--- src/rtl/ex_result_stage.sv ---
// Result pipeline register behind the execute ALU: sign-extends word ops, masks x0 writes,
// and buffers two entries so in_ready stays registered. EX_RESULT_FWD_EN enables the forwarding port.
module ex_result_stage #(
  parameter int n  = 64,
  parameter int RA = 5
) (
  input  logic          clk,
  input  logic          rst,
  input  logic          in_valid,
  output logic          in_ready,
  input  logic [n-1:0]  alu_result,
  input  logic          is_word,
  input  logic [RA-1:0] rd_addr,
  input  logic          rd_we,
  input  logic          flush,
  output logic          out_valid,
  input  logic          out_ready,
  output logic [n-1:0]  out_result,
  output logic [RA-1:0] out_rd_addr,
  output logic          out_rd_we,
  output logic          fwd_valid,
  output logic [RA-1:0] fwd_addr,
  output logic [n-1:0]  fwd_data
);

  // Valid/ready: a transfer happens on a rising edge where valid and ready are both high;
  // valid never depends on ready, and in_ready comes straight from a flop.

  // State bit 0 is main.valid, bit 1 is skid.valid.
  typedef enum logic [1:0] {
    EMPTY = 2'b00,
    ONE   = 2'b01,
    TWO   = 2'b11
  } state_t;

  state_t        state, state_next;
  logic          in_ready_q;
  logic          accept, emit;
  logic          load_main_in, load_main_skid, load_skid;
  logic [n-1:0]  formed_result;
  logic          formed_we;
  logic [n-1:0]  main_result, skid_result;
  logic [RA-1:0] main_rd, skid_rd;
  logic          main_we, skid_we;

  assign formed_result = is_word ? {{(n-32){alu_result[31]}}, alu_result[31:0]} : alu_result;
  assign formed_we     = rd_we & (rd_addr != '0);
  assign in_ready      = in_ready_q;
  assign accept        = in_valid & in_ready_q;
  assign emit          = out_valid & out_ready;

  always_ff @(posedge clk) begin
    if (rst) begin
      state      <= EMPTY;
      in_ready_q <= 1'b1;
    end else begin
      state      <= state_next;
      in_ready_q <= (state_next != TWO);
    end
  end

  always_comb begin
    state_next     = state;
    load_main_in   = 1'b0;
    load_main_skid = 1'b0;
    load_skid      = 1'b0;
    case (state)
      EMPTY: if (accept) begin
        state_next   = ONE;
        load_main_in = 1'b1;
      end
      ONE: begin
        if (accept && emit) begin
          load_main_in = 1'b1;
        end else if (accept) begin
          state_next = TWO;
          load_skid  = 1'b1;
        end else if (emit) begin
          state_next = EMPTY;
        end
      end
      TWO: if (emit) begin
        state_next     = ONE;
        load_main_skid = 1'b1;
      end
      default: state_next = EMPTY;
    endcase
    // Flush wins over any accept/emit; payload loads are harmless once valid is cleared.
    if (flush) state_next = EMPTY;
  end

  always_comb begin
    out_valid   = state[0];
    out_result  = main_result;
    out_rd_addr = main_rd;
    out_rd_we   = main_we;
  end

  always_ff @(posedge clk) begin
    if (rst) begin
      main_result <= '0;
      main_rd     <= '0;
      main_we     <= 1'b0;
      skid_result <= '0;
      skid_rd     <= '0;
      skid_we     <= 1'b0;
    end else begin
      if (load_main_in) begin
        main_result <= formed_result;
        main_rd     <= rd_addr;
        main_we     <= formed_we;
      end else if (load_main_skid) begin
        main_result <= skid_result;
        main_rd     <= skid_rd;
        main_we     <= skid_we;
      end
      if (load_skid) begin
        skid_result <= formed_result;
        skid_rd     <= rd_addr;
        skid_we     <= formed_we;
      end
    end
  end

`ifdef EX_RESULT_FWD_EN
  assign fwd_valid = out_valid & out_rd_we;
  assign fwd_addr  = out_rd_addr;
  assign fwd_data  = out_result;
`else
  assign fwd_valid = 1'b0;
  assign fwd_addr  = '0;
  assign fwd_data  = '0;
`endif

endmodule

--- config.mk ---
export PLATFORM = sky130hd
export DESIGN_NAME = ex_result_stage
export DESIGN_NICKNAME = d
export VERILOG_FILES = /design/src/rtl/ex_result_stage.sv
export SDC_FILE = /design/constraint.sdc
export NUM_CORES = 1
export LEC_CHECK = 0
export ABC_AREA = 1
export CAP_MARGIN = 0
export CORE_MARGIN = 5
export CORE_UTILIZATION = 62
export DETAILED_ROUTE_END_ITERATION = 6
export DONT_BUFFER_PORTS = 1
export PLACE_DENSITY_LB_ADDON = 0.15
export SLEW_MARGIN = 30
export SYNTH_ARGS = -nofsm -noshare
export SYNTH_HDL_FRONTEND = slang
export SYNTH_SLANG_ARGS = --single-unit
export TNS_END_PERCENT = 1
--- constraint.sdc ---
create_clock -name clk -period 2.8 [get_ports clk]
set_clock_uncertainty 0.1 [all_clocks]
set_input_delay 0.28 -clock clk [delete_from_list [all_inputs] [get_ports clk]]
set_output_delay 0.28 -clock clk [all_outputs]
set_load 0.02 [all_outputs]
==> impl_metrics.tcl, run 1 <==
set metrics [dict create \
    path_buf_inv 2 \
    io_pins 218 \
    synth_commonest_cells "152 x o21ai_0, 143 x dfxtp_1, 142 x a21oi_1" \
    seq_area_frac_synth 0.432 \
    hp-start "out_ready" \
    fin_nets 1011 \
    pwr_density_cell_nw_per_um2 688 \
    final_cells 1084 \
    crit_slowest_cell "dlygate4sd3_1" \
    grt_pass1_wl_um 26500 \
    postCtsSetupBuffers 0 \
    core_um2 10400 \
    reg2reg_to "out_rd_we$_SDFFE_PP0P_" \
    routed_wirelength_um 16600 \
    post_dp_cell_area_um2 6280 \
    clk_pin_slew_worst_paths_ns 0.06 \
    track_usage 0.251 \
    post-dp-hpwl_um 9600 \
    synth-seq-cells 143 \
    crit_path_end_kind "flip-flop" \
    place_congestion 0.803 \
    crit_arrival_ns 2.89 \
    cts_sinks 143 \
    final_design_area_no_fill_um2 7660 \
    worstSetupPathType "flip-flop to flip-flop" \
    fin_crit_sh 0.905 \
    ys.flop_type "dfxtp_1" \
    r2r_start "in_ready$_SDFF_PP1_" \
    clock_latency_ns 0.52 \
    synth_largest_area_cell "dfxtp_1" \
    die_w_um 113 \
    antenna_found_initial 0 \
    crit_top_cell "nand2_4" \
    synth_area_leaders "dfxtp_1 43%, o21ai_0 11%, a21oi_1 11%" \
    nFillCells 796 \
    yosys.cell_types.count 25 \
    synth_edf_count 0 \
    async_flop_share 0 \
    tightest_slew_ns 0.799 \
    cts_root_buf "clkbuf_8" \
    clockBufferDepth 2 \
    postRouteAntennaNets 0 \
    rsz0062_at_grt "false" \
    dieArea_um2 12900 \
    vias 5778 \
    fmax_mhz 395 \
    leakagePower_nw 3.20 \
    r2r_slack_ns 0.27 \
    critical_path.max_fanout 46 \
    diodes 0 \
    cpPeakStageDelay_ns 0.55 \
    io_buffer_count 0 \
    grt_pass1_vias 5467 \
    fin_crit_ns 2.53 \
    synth_top_area_frac 0.432 \
    rr_worst_depth 8 \
    path_cells "nand2_1 > nor2_4 > nand2_4 > nand2_4 > buf_4 > o21bai_1 > a21oi_1 > dlygate4sd3_1" \
    total_power_mw 5.28 \
    crit_cells 8 \
    htree_levels 4 \
    status "finished, final reports clean" \
    dp.cells 977 \
    rows 37 \
    die-height_um 113 \
    hold_class "input pin to flip-flop" \
    cp-start-kind "flip-flop" \
    cp_top_family "buffers and inverters" \
    grt_max_degree 84 \
    hold_viol_final 0 \
    setup_viol 0 \
    yosysMostFrequentCell "o21ai_0" \
    syn_inst 896 \
    syn_to_final_growth_pct 15.5 \
    netlist_area_um2 6630 \
    drv_cap 0 \
    ys.warnings.count 0 \
    drc 0 \
    cts_tree "yes" \
    drtPass1Iterations 4 \
    initial_core_util 0.640 \
    slew_headroom 0.467 \
    tns_ns 0 \
    wl_per_cell_um 15.3 \
    syn_avg_cell_area_um2 7.40 \
    drive_gt1_frac 0.0907 \
    cp-startpoint "in_ready$_SDFF_PP1_" \
    cts_inserted_buffers 17 \
    finalMaxSlewViolations 0 \
    critPathCapture "out_rd_we$_SDFFE_PP0P_" \
    required_ns 3.16 \
    drtIter0Drc 380 \
    gr-total-overflow 0 \
    worst_ir_drop_vdd_uv 408 \
    vias_per_cell 5.33 \
]
==> logic make-up after synthesis <==
group,after synthesis,synth area share
DFF,143,0.432
other,1,0.000565
buffers and inverters,201,0.170
and+or+nand+nor,249,0.166
AOI/OAI and AO/OA,302,0.232
==> flip-flops by register name (all words and copies together) (netlist names) <==
register,cells
state,2
skid_result,64
out_rd_addr,5
out_result,64
skid_we,1
out_rd_we,1
skid_rd,5
in_ready,1
==> power by group <==
group / leakage [nW] / switching (mW) / internal [mW]
logic: 1.72 / 0.390 / 0.212
registers: 1.17 / 0.167 / 2.14
clock network: 0.305 / 0.866 / 1.50
total: 3.20 / 1.42 / 3.85
==> layer usage <==
metal / track usage / routed length, µm / vias up
li1: - / - / 2841
met1: 0.303 / 6690 / 2660
met3: 0.0790 / 1620 / 26
met4: 0.0913 / 293 / 0
met2: 0.420 / 8010 / 251
met5: 0 / 0 / -
==> metrics by stage <==
step	util	setup slack (ns)	hold WS, ns
floorplan	-	1.28	0.330
global route	0.739	0.0935	0.132
finish	0.739	0.267	0.0863
detailed placement	0.606	0.680	0.342
global placement	0.606	0.738	0.337
CTS	0.739	0.272	0.0670
==> how the worst min path moves through the flow <==
stage / to / slack, ns / cells after the start
global placement: skid_result[2]$_SDFFE_PP0P_ / 0.34 / 2
CTS: state[0]$_SDFF_PP0_ / 0.07 / 5
global route: state[0]$_SDFF_PP0_ / 0.13 / 5
finish: state[0]$_SDFF_PP0_ / 0.09 / 5
floorplan: skid_rd[0]$_SDFFE_PP0P_ / 0.33 / 2
detailed placement: skid_result[2]$_SDFFE_PP0P_ / 0.34 / 2
==> area by class of cell <==
type                       instances  area (µm²)  area share
clock buffer                      19         442      0.0576
clock inverter                    13         185      0.0242
inverter                          68         260      0.0340
multi-input combinational        621        2910       0.380
sequential                       143        2860       0.374
tap                              136         170      0.0222
timing repair buffer              84         831       0.108
==> timing repair <==
item	4_1_cts	5_1_grt
resized for setup	0	0
hold buffers	75	0
endpoints found under the setup margin	0	0
hold endpoints to repair	134	0
==> layout by cell type, fill, tap and decap left out, drive strengths merged <==
cell type / synthesis / final
a21oi: 148 / 148
inv: 68 / 68
clkbuf: 26 / 19
clkinvlp: 0 / 2
or2: 50 / 50
conb: 1 / 70
dlygate4sd3: 0 / 75
o21ai: 153 / 153
bufinv: 0 / 4
nor2: 112 / 112
o21bai: 1 / 1
clkinv: 0 / 7
nand4: 1 / 1
dfxtp: 143 / 143
buf: 107 / 9
nand2: 81 / 81
nand3: 5 / 5
==> tightest hold or removal path, cell delays in order <==
cell and delay (ns):
inv_1 0.03, nand2_2 0.16, nand3_1 0.10, nand3_1 0.06, inv_1 0.04
(Power assumes the default switching activity.)
==> run 2, diff against run 1 <==
--- a/config.mk
+++ b/config.mk
@@ -11,6 +11,7 @@
 export CORE_UTILIZATION = 62
 export DETAILED_ROUTE_END_ITERATION = 6
 export DONT_BUFFER_PORTS = 1
+export GPL_ROUTABILITY_DRIVEN = 1
 export PLACE_DENSITY_LB_ADDON = 0.15
 export SLEW_MARGIN = 30
 export SYNTH_ARGS = -nofsm -noshare
==> results of run 2 <==
No change in the layout: final DEF, timing and power equal those of run 1.
==> run 3, diff against run 2 <==
--- a/config.mk
+++ b/config.mk
@@ -8,7 +8,7 @@
 export ABC_AREA = 1
 export CAP_MARGIN = 0
 export CORE_MARGIN = 5
-export CORE_UTILIZATION = 62
+export CORE_UTILIZATION = 57
 export DETAILED_ROUTE_END_ITERATION = 6
 export DONT_BUFFER_PORTS = 1
 export GPL_ROUTABILITY_DRIVEN = 1
==> constraint.sdc (replaced) <==
create_clock -name clk -period 2.3 [get_ports clk]
set_clock_uncertainty 0.1 [all_clocks]
set_input_delay 0.23 -clock clk [delete_from_list [all_inputs] [get_ports clk]]
set_output_delay 0.23 -clock clk [all_outputs]
set_load 0.02 [all_outputs]
==> impl_metrics.tcl, run 3 (same netlist as run 1, synthesis figures left out) <==
set metrics [dict create \
    postRouteAntennaNets 0 \
    setup_slack_ns 0.194 \
    crit_arrival_ns 2.30 \
    initial_core_util 0.581 \
    tns_ns 0 \
    worst_ir_drop_vdd_uv 530 \
    utilization 0.666 \
    nFillCells 1008 \
    hold_class "input pin to flip-flop" \
    fin_crit_ns 2.11 \
    mostFrequentLayoutCell "o21ai_0" \
    multi_input_area_um2 2910 \
    routed_wirelength_um 16300 \
    drc 0 \
    p_int_mw 4.71 \
    cts_sinks 143 \
    tightest_slew_ns 0.788 \
    fin_nets 1004 \
    io_buffer_count 0 \
    power.switching_mw 1.72 \
    leakagePower_nw 3.16 \
    cts_root_buf "clkbuf_16" \
    post-dp-hpwl_um 9620 \
    setup_viol 0 \
    critical_path.max_fanout 50 \
    rows 39 \
    clockBufferDepth 2 \
    dp_slack_ns 0.415 \
    vias_per_cell 5.22 \
    worstSetupPathType "flip-flop to flip-flop" \
    regArea_um2 2860 \
    swShare 0.267 \
    antenna_found_initial 0 \
    cts_inserted_buffers 17 \
    status "finished, final reports clean" \
    grt_pass1_vias 5337 \
    grt_max_degree 91 \
    io_pins 218 \
    cts_tree "yes" \
    drtIter0Drc 571 \
    pwr_density_cell_nw_per_um2 845 \
    total_power_mw 6.42 \
    fmax_mhz 475 \
    fin_crit_sh 0.916 \
    vias 5663 \
    diodes 0 \
    htree_levels 4 \
    ctsResizeCount 0 \
    wl_per_cell_um 15.0 \
    core_um2 11400 \
    place_congestion 0.781 \
    dieArea_um2 13900 \
    die_w_um 118 \
    final_design_area_no_fill_um2 7600 \
    gr-total-overflow 0 \
    finalMaxSlewViolations 0 \
    drive_gt1_frac 0.0925 \
    pwr-share-comb 0.112 \
    final_cell_mix "152 x o21ai_0, 143 x dfxtp_1, 142 x a21oi_1" \
    clock_latency_ns 0.41 \
    drv_cap 0 \
    die-height_um 118 \
    track_usage 0.226 \
    rsz0062_at_grt "false" \
    hold_viol_final 0 \
    slew_headroom 0.474 \
    post_dp_cell_area_um2 6310 \
    grt_pass1_wl_um 26300 \
    cp-start-kind "flip-flop" \
    crit_path_end_kind "flip-flop" \
    power_frac_seq 0.437 \
    clk_pin_slew_worst_paths_ns 0.06 \
    drtPass1Iterations 5 \
    required_ns 2.50 \
    syn_to_final_growth_pct 14.6 \
    p_clk_frac 0.451 \
]
[run 3: final timing paths]
check                               start                      endpoint  slack [ns]  depth (start not counted)
min reg2reg  skid_result[28]$_SDFFE_PP0P_  skid_result[28]$_SDFFE_PP0P_        0.35                          2
max reg2reg           state[0]$_SDFF_PP0_   out_result[44]$_SDFFE_PP0P_        0.19                          6
max                   state[0]$_SDFF_PP0_   out_result[44]$_SDFFE_PP0P_        0.19                          6
min                            rd_addr[3]   out_rd_addr[3]$_SDFFE_PP0P_        0.03                          4
[run 3: stage by stage]
stage	hold slack [ns]	cells
2_1_floorplan	0.282	965
3_3_place_gp	0.301	986
3_5_place_dp	0.308	986
4_1_cts	0.0157	1084
5_1_grt	0.0294	1084
6_report	0.0290	1084
[run 3: repair_timing]
| action | in CTS | in global routing |
|---|---|---|
| hold buffers | 66 | 0 |
| hold endpoints to repair | 110 | 0 |
| setup buffers | 0 | 0 |
[run 3: cell type report]
cell class / instances / area share
repair buffers: 77 / 0.0994
well taps: 143 / 0.0235
flip-flops and latches: 143 / 0.377
inverters: 68 / 0.0342
clock inverters: 13 / 0.0247
multi-input cells: 621 / 0.383
clock buffers: 19 / 0.0583
[run 3: worst max-delay path: stages (launching register included)]
cell and delay [ns]:
dfxtp_1 0.34, buf_4 0.17, nand3_1 0.14, nand2_4 0.13, clkinv_2 0.61, a21oi_1 0.43
nor2_1 0.06
[run 3: power groups by stage]
stage | clock network [mW] | registers, mW | logic [mW]
after floorplan | 0 | 2.83 | 0.614
after global placement | 0 | 2.86 | 0.593
after detailed placement | 0 | 2.86 | 0.606
after CTS | 2.95 | 2.81 | 0.710
after global routing | 3.08 | 2.82 | 0.804
final | 2.90 | 2.81 | 0.719
[run 3: routing by layer]
| metal | vias to the layer above | routed length, µm | GRT usage |
|---|---|---|---|
| li1 | 2821 | - | - |
| met1 | 2598 | 6900 | 0.283 |
| met2 | 221 | 7730 | 0.358 |
| met3 | 23 | 1320 | 0.0750 |
| met4 | 0 | 303 | 0.0896 |
| met5 | - | 0 | 0 |
